==> config.mk <==
export PLATFORM = sky130hd
export DESIGN_NAME = alu_seq
export DESIGN_NICKNAME = d
export VERILOG_FILES = /design/src/rtl/alu_seq.sv
export SDC_FILE = /design/constraint.sdc
export NUM_CORES = 1
export LEC_CHECK = 0
export CAP_MARGIN = 5
export CORE_UTILIZATION = 55
export CTS_CLUSTER_SIZE = 8
export DETAILED_ROUTE_END_ITERATION = 12
export DONT_BUFFER_PORTS = 1
export HOLD_SLACK_MARGIN = 0.1
export PLACE_DENSITY = 0.68
export SYNTH_ARGS = -nofsm -noshare
export SYNTH_HDL_FRONTEND = slang
export SYNTH_SLANG_ARGS = --single-unit
==> constraint.sdc <==
create_clock -name clk -period 5 [get_ports clk]
set_clock_uncertainty 0.15 [all_clocks]
set_input_delay 0.5 -clock clk [delete_from_list [all_inputs] [get_ports clk]]
set_output_delay 0.5 -clock clk [all_outputs]
set_load 0.01 [all_outputs]
==> src/rtl/alu_seq.sv <==
// Sequential ALU with valid/ready handshake.
// Single-cycle ops finish on accept; MUL is an iterative shift-add.
module alu_seq #(
  parameter int WIDTH = 8
) (
  input  logic             clk,
  input  logic             rst,
  input  logic             in_valid,
  output logic             in_ready,
  input  logic [WIDTH-1:0] a,
  input  logic [WIDTH-1:0] b,
  input  logic [2:0]       opcode,
  input  logic             cin,
  output logic             out_valid,
  input  logic             out_ready,
  output logic [WIDTH-1:0] result,
  output logic [WIDTH-1:0] result_hi,
  output logic             cout,
  output logic             zero,
  output logic             neg,
  output logic             ovf,
  output logic             err
);

  localparam int CW = (WIDTH > 2) ? $clog2(WIDTH) : 1;
  localparam int PW = 2 * WIDTH;

  typedef enum logic [1:0] {
    IDLE,
    BUSY,
    DONE
  } state_t;

  state_t state, state_nx;

  logic [WIDTH-1:0] a_q, b_q;
  logic [CW-1:0]    cnt;
  logic [PW-1:0]    acc;
  logic [PW-1:0]    pp;
  logic [PW-1:0]    prod;
  logic             accept;
  logic             is_mul;
  logic             last;

  assign in_ready  = (state == IDLE) && !rst;
  assign out_valid = (state == DONE);
  assign accept    = in_valid && in_ready;
  assign is_mul    = (opcode == 3'b110);
  assign last      = (cnt == CW'(WIDTH - 1));

  always_comb begin
    state_nx = state;
    unique case (state)
      IDLE: if (accept) state_nx = is_mul ? BUSY : DONE;
      BUSY: if (last) state_nx = DONE;
      DONE: if (out_ready) state_nx = IDLE;
      default: state_nx = IDLE;
    endcase
  end

  always_ff @(posedge clk or posedge rst) begin
    if (rst) state <= IDLE;
    else     state <= state_nx;
  end

  // Single-cycle ops evaluate straight from the accepted operands
  logic [WIDTH:0]   sum, dif;
  logic [WIDTH-1:0] r_c;
  logic             c_c, o_c, e_c, z_c;

  always_comb begin
    sum = {1'b0, a} + {1'b0, b} + {{WIDTH{1'b0}}, cin};
    dif = {1'b0, a} + {1'b0, ~b} + (WIDTH+1)'(1);
    r_c = '0;
    c_c = 1'b0;
    o_c = 1'b0;
    e_c = 1'b0;
    unique case (opcode)
      3'b000: begin
        r_c = sum[WIDTH-1:0];
        c_c = sum[WIDTH];
        o_c = (a[WIDTH-1] == b[WIDTH-1]) &&
              (sum[WIDTH-1] != a[WIDTH-1]);
      end
      3'b001: begin
        r_c = dif[WIDTH-1:0];
        c_c = dif[WIDTH];
        o_c = (a[WIDTH-1] != b[WIDTH-1]) &&
              (dif[WIDTH-1] != a[WIDTH-1]);
      end
      3'b010: r_c = a & b;
      3'b011: r_c = a | b;
      3'b100: r_c = a ^ b;
      3'b101: r_c = {{(WIDTH-1){1'b0}},
                     ($signed(a) < $signed(b))};
      3'b111: e_c = 1'b1;
      default: r_c = '0;
    endcase
    z_c = (r_c == '0);
  end

  // One partial product per edge; step 0 happens on the accept edge
  always_comb begin
    pp = '0;
    if (b_q[cnt]) pp = {{WIDTH{1'b0}}, a_q} << cnt;
    prod = acc + pp;
  end

  always_ff @(posedge clk or posedge rst) begin
    if (rst) begin
      a_q       <= '0;
      b_q       <= '0;
      cnt       <= '0;
      acc       <= '0;
      result    <= '0;
      result_hi <= '0;
      cout      <= 1'b0;
      zero      <= 1'b0;
      neg       <= 1'b0;
      ovf       <= 1'b0;
      err       <= 1'b0;
    end else begin
      if (accept) begin
        a_q <= a;
        b_q <= b;
        if (is_mul) begin
          acc <= b[0] ? {{WIDTH{1'b0}}, a} : '0;
          cnt <= CW'(1);
        end else begin
          result    <= r_c;
          result_hi <= '0;
          cout      <= c_c;
          zero      <= z_c;
          neg       <= r_c[WIDTH-1];
          ovf       <= o_c;
          err       <= e_c;
        end
      end else if (state == BUSY) begin
        acc <= prod;
        if (last) begin
          cnt       <= '0;
          result    <= prod[WIDTH-1:0];
          result_hi <= prod[PW-1:WIDTH];
          cout      <= (prod[PW-1:WIDTH] != '0);
          zero      <= (prod[WIDTH-1:0] == '0);
          neg       <= prod[WIDTH-1];
          ovf       <= 1'b0;
          err       <= 1'b0;
        end else begin
          cnt <= cnt + CW'(1);
        end
      end
    end
  end

endmodule
==> impl_metrics.yaml <==
floorplan:
  dieHeight_um: 93.9
  design.die.area_um2: 8830
  ioPinCount: 47
  die_width_um: 93.9
  core_area_um2: 8220
  initial_utilization_pct: 56.6
  num_rows: 33
finish:
  area.growth.synth_to_final_pct: 4.98
  final_core_util_pct: 59.4
  seq_area_um2: 1430
  finalNonFillerCells: 652
  multi_input_comb_area_um2: 2980
  fillerInstances: 764
  fin_nets: 614
  num_antenna_cells: 0
  drive_above_1_share_pct: 7.50
yosys:
  netlist_instances: 557
  synth-edff-count: 0
  synthesis.nets: 628
  synth.avg_cell_area_um2: 8.35
  ys_warn_count: 0
  number_of_flip_flops_and_latches_in_the_synthesized_netlist: 57
  synth.area.mux_share_pct: 4.76
  post_synth_num_cell_types: 66
  synthesized_area_fraction_occupied_by_ao_oa_aoi_and_oai_cells_pct: 23.1
  xor_and_xnor_area_share_after_synthesis_pct: 3.20
  synth_top_family_by_area: "compound AO/OA/AOI/OAI gates"
  ys_dominant_reg_cell: "sky130_fd_sc_hd__dfrtp_1"
  post_synth_fa_ha_maj_area_fraction_pct: 13.3
  synthesized_area_fraction_occupied_by_and_or_nand_nor_cells_pct: 19.6
  syn_area_um2: 4650
  synth_sequential_area_ratio_pct: 30.7
  async_flop_share_pct: 100
sta:
  final.period_utilization_pct: 82.5
  rsz0062_at_grt: "false"
  timing_hold_violations_final: 0
  final.min_clock_period_ns: 4.12
  fmax_ghz: 0.242
  worstMarginPinSlew_ns: 1.09
  timing.hold.ws_ns: 0.109
  final_setup_violating_endpoints: 0
  relative_slew_slack_pct: 27.6
  finalSetupTns_ns: 0
  drv_slew: 0
clocking:
  post_cts_resized: 0
  cts_root_buffer: "sky130_fd_sc_hd__clkbuf_8"
  path_clk_slew_ns: 0.08
  cts_made_buffers: 9
  ctsLongestPathBuffers: 2
  ctsHtreeMaxLevel: 3
  clock_sink_count: 57
  tritoncts: "built"
  clk-insertion-delay-late_ns: 0.34
flow_run:
  drv.max_cap_violation_count: 0
critical_path:
  critical_path_data_arrival_time_ns: 4.20
  cpPeakStageDelay_ns: 0.72
  timing.setup.critical_path_class: "flip-flop to flip-flop"
  cp_buf_inv_count: 0
  crit_path_top_delay_cell: "sky130_fd_sc_hd__dfrtp_1"
  critical_path.cell_chain: "mux4_2 > nand2_1 > and2_1 > nor2_1 > ha_1 > a21o_1 > o31a_1 > a21oi_2 > a211o_1 > nor4bb_1 > a311oi_1 > and4bb_1 > a31oi_1"
  critical_path.endpoint_type: "flip-flop"
  cp.required_ns: 5.07
  worstPathMaxFanout: 15
  cp_top_delay_family: "compound AO/OA/AOI/OAI gates"
  critical_path.startpoint_type: "flip-flop"
min_path:
  hold_path_class: "input port to flip-flop"
drt:
  count_of_antenna_violating_nets_left_after_detailed_routing: 0
  vias: 4047
  routed_via_density: 6.21
  dr.pass1.iters: 5
  wire_per_inst_um: 18.6
  drc: 0
  postRouteWirelength_um: 12100
  drtIter0Drc: 243
global_routing:
  grt.total_usage_pct: 29.3
  antenna_violations_before_repair: 0
  grt_pass1_wl_um: 19500
  pin_count_of_the_biggest_net_entering_global_routing: 47
  grt.overflow.total: 0
  first_global_vias: 3822
place:
  dp_cells: 636
  dp_hpwl_um: 9520
  gp_congestion: 0.876
  port_buffer_cells: 0
power:
  ir_drop_mv: 0.248
  power_leakage_nw: 2.30
  pwr_density_nw_per_um2: 524
status:
  outcome: "finished, final reports clean"
[layer usage]
metal | global-route usage [%] | wire length, um | up-vias
li1 | - | - | 1961
met1 | 39.8 | 5530 | 1940
met2 | 45.4 | 5590 | 115
met3 | 5.50 | 653 | 31
met4 | 12.6 | 354 | 0
met5 | 0 | 0 | -
[final timing paths]
path                            startpoint      endpoint  slack, ns  depth (start not counted)
max in group asynchronous              rst        a_q[5]       3.39                          3
worst min-delay path             out_ready      state[1]       0.11                          1
min in group asynchronous              rst  result_hi[6]       0.42                          2
worst max-delay path                cnt[0]          cout       0.88                         13
worst min register to register      b_q[0]        b_q[0]       0.33                          2
worst max register to register      cnt[0]          cout       0.88                         13
[cell usage in the layout (no fill, tap or decap), types with 7 or more instances in the layout]
cell                        n
sky130_fd_sc_hd__a21o_1     7
sky130_fd_sc_hd__a21oi_1   32
sky130_fd_sc_hd__a22o_1    11
sky130_fd_sc_hd__a31oi_1   10
sky130_fd_sc_hd__clkbuf_8   9
sky130_fd_sc_hd__dfrtp_1   57
sky130_fd_sc_hd__ha_1      43
sky130_fd_sc_hd__inv_1     31
sky130_fd_sc_hd__mux2i_1   12
sky130_fd_sc_hd__nand2_1   69
sky130_fd_sc_hd__nand2b_1  10
sky130_fd_sc_hd__nand3_1   14
sky130_fd_sc_hd__nor2_1    52
sky130_fd_sc_hd__nor2b_1    9
sky130_fd_sc_hd__nor3_1    12
sky130_fd_sc_hd__o21ai_0   41
sky130_fd_sc_hd__o21ai_1   10
sky130_fd_sc_hd__xnor2_1   11
[worst register-to-register path, stage by stage, from the launching register on]
cell                       delay [ns]
sky130_fd_sc_hd__dfrtp_1         0.72
sky130_fd_sc_hd__mux4_2          0.59
sky130_fd_sc_hd__nand2_1         0.16
sky130_fd_sc_hd__and2_1          0.27
sky130_fd_sc_hd__nor2_1          0.08
sky130_fd_sc_hd__ha_1            0.36
sky130_fd_sc_hd__a21o_1          0.23
sky130_fd_sc_hd__o31a_1          0.31
sky130_fd_sc_hd__a21oi_2         0.13
sky130_fd_sc_hd__a211o_1         0.21
sky130_fd_sc_hd__nor4bb_1        0.08
sky130_fd_sc_hd__a311oi_1        0.37
sky130_fd_sc_hd__and4bb_1        0.27
sky130_fd_sc_hd__a31oi_1         0.09
[area by class of cell]
cell class,instances,share of cell area [%]
Multi-Input combinational cell,439,61.0
Sequential cell,57,29.2
Tap cell,105,2.69
Clock buffer,9,2.54
Inverter,32,2.46
Clock inverter,6,1.41
Timing Repair Buffer,4,0.666
[synthesized netlist by cell type (3+ instances only)]
cell | instances | area share (%)
sky130_fd_sc_hd__or2_2 | 3 | 0.40
sky130_fd_sc_hd__o22ai_1 | 3 | 0.40
sky130_fd_sc_hd__xnor2_1 | 11 | 2.1
sky130_fd_sc_hd__buf_4 | 3 | 0.48
sky130_fd_sc_hd__o21ai_1 | 10 | 1.1
sky130_fd_sc_hd__and2_1 | 4 | 0.54
sky130_fd_sc_hd__nor2b_1 | 9 | 1.2
sky130_fd_sc_hd__ha_1 | 43 | 12
sky130_fd_sc_hd__mux2_2 | 5 | 1.2
sky130_fd_sc_hd__a211o_1 | 3 | 0.57
sky130_fd_sc_hd__a31oi_1 | 10 | 1.3
sky130_fd_sc_hd__dfrtp_1 | 57 | 31
sky130_fd_sc_hd__o21ba_2 | 3 | 0.65
sky130_fd_sc_hd__nor2_1 | 52 | 4.2
sky130_fd_sc_hd__o31ai_1 | 5 | 0.81
sky130_fd_sc_hd__o211ai_1 | 6 | 0.97
sky130_fd_sc_hd__buf_2 | 4 | 0.43
sky130_fd_sc_hd__a21o_1 | 7 | 1.1
sky130_fd_sc_hd__fa_1 | 4 | 1.7
sky130_fd_sc_hd__o21ai_0 | 41 | 4.4
sky130_fd_sc_hd__nor3_1 | 12 | 1.3
sky130_fd_sc_hd__clkbuf_1 | 19 | 1.5
sky130_fd_sc_hd__o211a_1 | 3 | 0.65
sky130_fd_sc_hd__nand2b_1 | 10 | 1.3
sky130_fd_sc_hd__mux2i_1 | 12 | 2.6
sky130_fd_sc_hd__o21bai_1 | 3 | 0.48
sky130_fd_sc_hd__a22oi_1 | 4 | 0.65
sky130_fd_sc_hd__inv_1 | 32 | 2.6
sky130_fd_sc_hd__buf_1 | 3 | 0.24
sky130_fd_sc_hd__nand2_1 | 69 | 5.6
sky130_fd_sc_hd__nand3_1 | 14 | 1.5
sky130_fd_sc_hd__a21oi_1 | 32 | 3.4
sky130_fd_sc_hd__xor2_1 | 6 | 1.1
sky130_fd_sc_hd__a311oi_1 | 3 | 0.57
sky130_fd_sc_hd__a22o_1 | 11 | 2.1
[power breakdown]
part	leakage (nW)	total (mW)	switching, mW	internal [mW]
Combinational	1.49	1.32	0.783	0.540
Sequential	0.723	0.802	0.188	0.613
Clock	0.0840	0.433	0.204	0.229
[sequential cells by signal, summed over array words and instances (netlist names), 2 cells and up]
signal	flops
a_q	8
result_hi	8
acc	16
b_q	8
state	2
result	8
cnt	3
[what timing repair did]
item	in CTS	in global routing
buffers inserted	0	0
hold buffers	1	0
endpoints found under the hold margin	16	0
[per-stage QoR]
stage          setup WS, ns  cell area (um^2)  power, mW
2_1_floorplan          1.35              4650       1.79
3_3_place_gp          0.983              4680       2.08
3_5_place_dp          0.879              4680       2.11
4_1_cts               0.857              4880       2.55
5_1_grt               0.515              4880       2.76
6_report              0.876              4880       2.56
[cells by family (layout without fill, tap and decap cells)]
logic type / count (synthesis) / count (layout)
AND/OR/NAND/NOR: 194 / 194
buffers and inverters: 61 / 51
flip-flops: 57 / 57
adder cells (fa/ha/maj): 47 / 47
AO/OA/AOI/OAI: 162 / 162
multiplexers: 19 / 19
XOR/XNOR: 17 / 17
Power figures use the tool's default switching activity.
